--- src/rtl/riscv16_mc_ctrl.sv ---
// Multi-cycle control FSM for the 16-bit RISC core: sequences fetch, decode,
// execute, memory and writeback over a shared ALU, register file and memories.
module riscv16_mc_ctrl (
  input  logic        clk,
  input  logic        rst,
  input  logic        run,
  input  logic [15:0] instr,
  input  logic        instr_valid,
  input  logic        dmem_ready,
  input  logic        zf,
  output logic        imem_re,
  output logic        ir_we,
  output logic        pc_we,
  output logic [1:0]  pc_src,
  output logic [2:0]  alu_sel,
  output logic [1:0]  alu_src_b,
  output logic        rf_we,
  output logic [1:0]  wb_sel,
  output logic        dmem_re,
  output logic        dmem_we,
  output logic        halted,
  output logic        illegal,
  output logic [2:0]  state,
  output logic [15:0] retired
);

  typedef enum logic [2:0] {
    ST_IDLE   = 3'd0,
    ST_FETCH  = 3'd1,
    ST_DECODE = 3'd2,
    ST_EXEC   = 3'd3,
    ST_MEM    = 3'd4,
    ST_WB     = 3'd5,
    ST_HALT   = 3'd6,
    ST_TRAP   = 3'd7
  } state_t;

  typedef enum logic [2:0] {
    CLS_R    = 3'd0,
    CLS_ADDI = 3'd1,
    CLS_LW   = 3'd2,
    CLS_SW   = 3'd3,
    CLS_BEQ  = 3'd4,
    CLS_JAL  = 3'd5,
    CLS_HALT = 3'd6,
    CLS_ILL  = 3'd7
  } op_class_t;

  localparam logic [1:0] PC_SEQ  = 2'b00;
  localparam logic [1:0] PC_BR   = 2'b01;
  localparam logic [1:0] PC_JMP  = 2'b10;
  localparam logic [2:0] ALU_ADD = 3'b000;
  localparam logic [2:0] ALU_SUB = 3'b001;
  localparam logic [1:0] SRC_RS2 = 2'b00;
  localparam logic [1:0] SRC_IMM = 2'b01;
  localparam logic [1:0] WB_ALU  = 2'b00;
  localparam logic [1:0] WB_MEM  = 2'b01;
  localparam logic [1:0] WB_PC   = 2'b10;

  state_t      state_r;
  state_t      next_state_s;
  logic [15:0] ir_r;
  logic [15:0] retired_r;
  op_class_t   cls_s;
  logic        retire_s;
  logic [2:0]  alu_sel_s;
  logic [1:0]  alu_src_b_s;
  logic        unused_ir_s;

  function automatic op_class_t decode_op(input logic [3:0] op);
    op_class_t cls;
    case (op)
      4'h0, 4'h1, 4'h2, 4'h3, 4'h4, 4'h5, 4'h6: cls = CLS_R;
      4'h7:    cls = CLS_ADDI;
      4'h8:    cls = CLS_LW;
      4'h9:    cls = CLS_SW;
      4'hA:    cls = CLS_BEQ;
      4'hB:    cls = CLS_JAL;
      4'hF:    cls = CLS_HALT;
      default: cls = CLS_ILL;
    endcase
    return cls;
  endfunction

  // Register fields other than the opcode are carried for the datapath, not decoded here.
  assign cls_s       = decode_op(ir_r[15:12]);
  assign unused_ir_s = ^ir_r[11:0];
  assign state       = state_r;
  assign retired     = retired_r;

  // State register.
  always_ff @(posedge clk or posedge rst) begin
    if (rst) begin
      state_r <= ST_IDLE;
    end else begin
      state_r <= next_state_s;
    end
  end

  // Private instruction register, loaded on the fetch handshake.
  always_ff @(posedge clk or posedge rst) begin
    if (rst) begin
      ir_r <= 16'h0000;
    end else if (ir_we) begin
      ir_r <= instr;
    end
  end

  // Retired-instruction counter; wraps naturally at 16 bits.
  always_ff @(posedge clk or posedge rst) begin
    if (rst) begin
      retired_r <= 16'h0000;
    end else if (retire_s) begin
      retired_r <= retired_r + 16'd1;
    end
  end

  // Next-state decode.
  always_comb begin
    next_state_s = state_r;
    case (state_r)
      ST_IDLE: begin
        if (run) next_state_s = ST_FETCH;
        else     next_state_s = ST_IDLE;
      end
      ST_FETCH: begin
        if (instr_valid) next_state_s = ST_DECODE;
        else             next_state_s = ST_FETCH;
      end
      ST_DECODE: begin
        case (cls_s)
          CLS_HALT: next_state_s = ST_HALT;
          CLS_ILL:  next_state_s = ST_TRAP;
          default:  next_state_s = ST_EXEC;
        endcase
      end
      ST_EXEC: begin
        case (cls_s)
          CLS_R, CLS_ADDI:  next_state_s = ST_WB;
          CLS_LW, CLS_SW:   next_state_s = ST_MEM;
          CLS_BEQ, CLS_JAL: next_state_s = ST_FETCH;
          default:          next_state_s = ST_TRAP;
        endcase
      end
      ST_MEM: begin
        if (!dmem_ready)          next_state_s = ST_MEM;
        else if (cls_s == CLS_LW) next_state_s = ST_WB;
        else                      next_state_s = ST_FETCH;
      end
      ST_WB:   next_state_s = ST_FETCH;
      ST_HALT: next_state_s = ST_HALT;
      ST_TRAP: next_state_s = ST_TRAP;
      default: next_state_s = ST_IDLE;
    endcase
  end

  // ALU operation for the instruction in IR, held from EXEC through WB.
  always_comb begin
    alu_sel_s   = ALU_ADD;
    alu_src_b_s = SRC_RS2;
    case (cls_s)
      CLS_R: begin
        alu_sel_s   = ir_r[14:12];
        alu_src_b_s = SRC_RS2;
      end
      CLS_ADDI, CLS_LW, CLS_SW: begin
        alu_sel_s   = ALU_ADD;
        alu_src_b_s = SRC_IMM;
      end
      CLS_BEQ: begin
        alu_sel_s   = ALU_SUB;
        alu_src_b_s = SRC_RS2;
      end
      default: begin
        alu_sel_s   = ALU_ADD;
        alu_src_b_s = SRC_RS2;
      end
    endcase
  end

  // Retire pulse: last cycle of every completed non-HALT instruction.
  always_comb begin
    retire_s = 1'b0;
    case (state_r)
      ST_EXEC: retire_s = (cls_s == CLS_BEQ) || (cls_s == CLS_JAL);
      ST_MEM:  retire_s = dmem_ready && (cls_s == CLS_SW);
      ST_WB:   retire_s = 1'b1;
      default: retire_s = 1'b0;
    endcase
  end

  // Output decode from state and IR; only handshakes and zf gate strobes.
  always_comb begin
    imem_re   = 1'b0;
    ir_we     = 1'b0;
    pc_we     = 1'b0;
    pc_src    = PC_SEQ;
    alu_sel   = ALU_ADD;
    alu_src_b = SRC_RS2;
    rf_we     = 1'b0;
    wb_sel    = WB_ALU;
    dmem_re   = 1'b0;
    dmem_we   = 1'b0;
    halted    = 1'b0;
    illegal   = 1'b0;
    case (state_r)
      ST_FETCH: begin
        imem_re = 1'b1;
        if (instr_valid) begin
          ir_we  = 1'b1;
          pc_we  = 1'b1;
          pc_src = PC_SEQ;
        end else begin
          ir_we  = 1'b0;
          pc_we  = 1'b0;
        end
      end
      ST_EXEC: begin
        alu_sel   = alu_sel_s;
        alu_src_b = alu_src_b_s;
        case (cls_s)
          CLS_BEQ: begin
            if (zf) begin
              pc_we  = 1'b1;
              pc_src = PC_BR;
            end else begin
              pc_we  = 1'b0;
              pc_src = PC_SEQ;
            end
          end
          CLS_JAL: begin
            rf_we  = 1'b1;
            wb_sel = WB_PC;
            pc_we  = 1'b1;
            pc_src = PC_JMP;
          end
          default: begin
            pc_we  = 1'b0;
          end
        endcase
      end
      ST_MEM: begin
        alu_sel   = alu_sel_s;
        alu_src_b = alu_src_b_s;
        if (cls_s == CLS_LW) begin
          dmem_re = 1'b1;
        end else if (cls_s == CLS_SW) begin
          dmem_we = 1'b1;
        end else begin
          dmem_re = 1'b0;
        end
      end
      ST_WB: begin
        alu_sel   = alu_sel_s;
        alu_src_b = alu_src_b_s;
        rf_we     = 1'b1;
        if (cls_s == CLS_LW) wb_sel = WB_MEM;
        else                 wb_sel = WB_ALU;
      end
      ST_HALT: halted  = 1'b1;
      ST_TRAP: illegal = 1'b1;
      default: begin
        imem_re = 1'b0;
      end
    endcase
  end

endmodule
--- config.mk ---
export PLATFORM = sky130hd
export DESIGN_NAME = riscv16_mc_ctrl
export DESIGN_NICKNAME = d
export VERILOG_FILES = /design/src/rtl/riscv16_mc_ctrl.sv
export SDC_FILE = /design/constraint.sdc
export NUM_CORES = 1
export LEC_CHECK = 0
export ABC_CLOCK_PERIOD_IN_PS = 3700
export BUFFER_PORTS_ARGS = -buffer_cell sky130_fd_sc_hd__buf_4
export CAP_MARGIN = 20
export CORE_ASPECT_RATIO = 1.1
export CORE_MARGIN = 2
export CORE_UTILIZATION = 33
export DETAILED_ROUTE_END_ITERATION = 10
export GPL_ROUTABILITY_DRIVEN = 1
export GPL_TIMING_DRIVEN = 1
export PLACE_DENSITY = 0.59
export SETUP_SLACK_MARGIN = 0.1
export SLEW_MARGIN = 5
export SYNTH_ARGS = -nofsm -noshare
export SYNTH_HDL_FRONTEND = slang
export SYNTH_SLANG_ARGS = --single-unit
--- constraint.sdc ---
create_clock -name clk -period 3.7 [get_ports clk]
set_input_delay 0.37 -clock clk [delete_from_list [all_inputs] [get_ports clk]]
set_output_delay 0.37 -clock clk [all_outputs]
set_load 0.01 [all_outputs]
==> summary.txt <==
Run status
  • Status: complete, no violations

STA
  • Setup TNS: 0 ns
  • Final period utilization: 62.5%
  • Slew HR: 36.5%
  • Worst-margin pin slew: 0.953 ns
  • Final Hold Viols: 0
  • Fmax: 433 MHz
  • Unrepaired setup endpoints after global routing: false
  • Final setup fails: 0
  • Tmin final: 2.31 ns
  • Clock skew: 0.00753 ns
  • Max-slew violation count: 0

Critical path
  • R2r startpoint: state[1]$_DFF_PP0_
  • Worst reg-to-reg setup slack: 1.40 ns
  • Max FO, Critical Path: 7
  • Slowest-stage cell, CP: dfrtp_1
  • Crit Path Class: register to output port
  • CP Launch Type: register
  • Critical R2R Capture: retired[1]$_DFFE_PP0P_
  • Worst EP required: 3.33 ns
  • Critical Path End Type: output port
  • Worst-case reg-to-reg path depth: 4
  • CP max stage delay: 0.51 ns
  • Worst path arrival time: 1.94 ns
  • CP cell instances: inv_2, nor2_1, a21oi_1, a2111oi_0, buf_4

Layout
  • Ant diodes: 0
  • Area Growth Syn to Fin: 30.5%
  • Post-layout net count: 198
  • Layout cells sized above 1: 40.2%
  • Final Core Density: 44.5%

Detailed routing
  • DRC Markers: 0
  • Routed WL: 2910 µm
  • Routed len/inst: 12.9 µm
  • Vias post-DR: 1092
  • Final ANT Viol Nets: 0
  • DRT iter0 DRCs: 47
  • Via density: 4.83
  • Drt first pass iters: 4

Synthesis
  • Sequential share of the synthesized area: 42.9%
  • Mapped Area: 1340 µm²
  • Post-Syn Instances: 131
  • Avg Inst Size Synth: 10.2 µm²
  • Number of flops mapped to enable cells by yosys: 0
  • YS warnings: 0
  • Top FF cell, synth: dfrtp_1
  • Yosys cell types: 37
  • Asr flop ratio synth: 100%
  • Yosys reg bits: 23
  • Syn_nets: 154

Run
  • Max-Cap Viols: 0

GRT
  • GR Overflow Total: 0
  • Vias in the first global route: 1055
  • First-pass GRT wire length: 4800 µm
  • GRT Util Overall: 13.1%
  • Largest net degree at the start of global routing: 24
  • Initial antenna violation count: 0

Hold path
  • Worst min path class: primary input to asynchronous set/reset pin

Floorplan
  • Die height: 70.9 µm
  • Ports: 58
  • Core area: 3930 µm²
  • Die X: 64.8 µm
  • Initial core utilization: 34.1%
  • Row count: 24
  • Total die area: 4600 µm²

Clock tree
  • Reg clk slew, reported paths: 0.08 ns
  • CTS tree: built
  • TritonCTS Buffers: 3
  • Post-CTS sizing: 0
  • CTS Hold Bufs: 0
  • Post-CTS setup buffer count: 0
  • Clock sink count: 23
  • Clock Latency Late Sink: 0.26 ns
  • Clock buffer depth: 2
  • Root Driver: clkbuf_8
  • H-tree levels: 1

Placed design
  • IO Port Bufs: 44
  • RePlAce Congestion: 0.793
  • Post-DP HPWL: 2220 µm

Pwr
  • PD cells: 628 nW/µm²
  • P_leak: 0.890 nW
  • Worst VDD drop: 0.000332 V
==> report_power, final <==
part | switching, W | leakage, nW | internal (W)
logic | 0.000256 | 0.566 | 0.000253
clock network | 0.0000800 | 0.0255 | 0.0000751
registers | 0.000122 | 0.299 | 0.000315
total | 0.000458 | 0.890 | 0.000643
==> state kept, by name (all words and copies together), names as in the netlist <==
name     count
ir_r         4
state        3
retired     16
==> routing by layer <==
metal | global-route usage (%) | vias to the layer above | part of all wire (%)
li1 | - | 540 | -
met5 | 0 | - | 0
met1 | 17.1 | 508 | 43
met3 | 2.86 | 2 | 7.8
met2 | 21.9 | 42 | 48
met4 | 3.78 | 0 | 0.41
==> worst max path at each step <==
stage	from	to	slack, ns
global route	state[0]$_DFF_PP0_	alu_sel[1]	1.18
CTS	state[0]$_DFF_PP0_	alu_sel[1]	1.35
floorplan	state[0]$_DFF_PP0_	alu_sel[1]	1.74
detailed placement	state[1]$_DFF_PP0_	retired[3]$_DFFE_PP0P_	1.39
global placement	state[1]$_DFF_PP0_	retired[1]$_DFFE_PP0P_	1.43
finish	state[0]$_DFF_PP0_	alu_sel[1]	1.39
==> cell usage in the layout, fill, tap and decap left out, types with 2 or more instances in the layout <==
cell and count:
clkbuf_8 3, nor2_1 12, or3_1 2, inv_1 6, a31oi_1 2, dfrtp_1 23, buf_4 44, nor3b_2 2
nand2_1 16, xnor2_1 2, and3_1 3, nor3_2 5, nand3b_1 2, xor2_1 13, nand2b_1 2, a21oi_1 6
nand3_1 3, o21ai_0 2, nor4b_2 3, nor4_2 2, mux2_2 4, nand4_1 3
==> cells by family after synthesis <==
kind of cell / count (synthesis) / synth area share [%]
AOI/OAI and AO/OA: 13 / 7.08
and+or+nand+nor: 61 / 30.2
adders and majority gates: 1 / 0.932
buffers and inverters: 12 / 4.38
xor gates and xnor gates: 15 / 9.79
DFF: 23 / 42.9
muxes: 5 / 4.47
other: 1 / 0.279
==> per-stage QoR <==
stage	setup WS [ns]	power (W)	hold WS [ns]	cells	cell area [µm²]
2_1_floorplan	1.74	0.000769	0.372	131	1340
3_3_place_gp	1.43	0.000942	0.462	222	1710
3_5_place_dp	1.39	0.000958	0.470	222	1710
4_1_cts	1.35	0.00111	0.323	226	1750
5_1_grt	1.18	0.00119	0.331	226	1750
6_report	1.39	0.00110	0.280	226	1750
==> worst max-delay path: cells and delay by family (launching register included) <==
| family | cells | cell delay [ns] |
|---|---|---|
| DFF | 1 | 0.51 |
| AOI/OAI and AO/OA | 2 | 0.59 |
| buffers and inverters | 2 | 0.34 |
| and+or+nand+nor | 1 | 0.25 |
==> final cells by class <==
| type | count | area, µm² |
|---|---|---|
| timing repair buffer | 44 | 330 |
| tap | 52 | 65.1 |
| inverter | 7 | 26.3 |
| multi-input combinational | 96 | 708 |
| sequential | 23 | 576 |
| clock inverter | 1 | 5.00 |
| fill | 416 | 2180 |
| clock buffer | 3 | 41.3 |
==> cell usage after synthesis, drive strengths merged (2+ instances only) <==
master,count,area share (%)
dfrtp,23,43
nand2,16,4.5
xor2,13,8.5
nor2,12,3.4
inv,7,2.0
a21oi,6,2.2
nor3,6,4.1
mux2,5,4.5
buf,4,2.1
and3,3,1.4
nand3,3,1.1
nand4,3,1.4
nor4,3,3.4
nor4b,3,3.4
a31oi,2,0.93
nand2b,2,0.93
nand3b,2,1.1
nor3b,2,1.9
o21ai,2,0.75
or3,2,0.93
xnor2,2,1.3
Power figures use the tool's default switching activity.
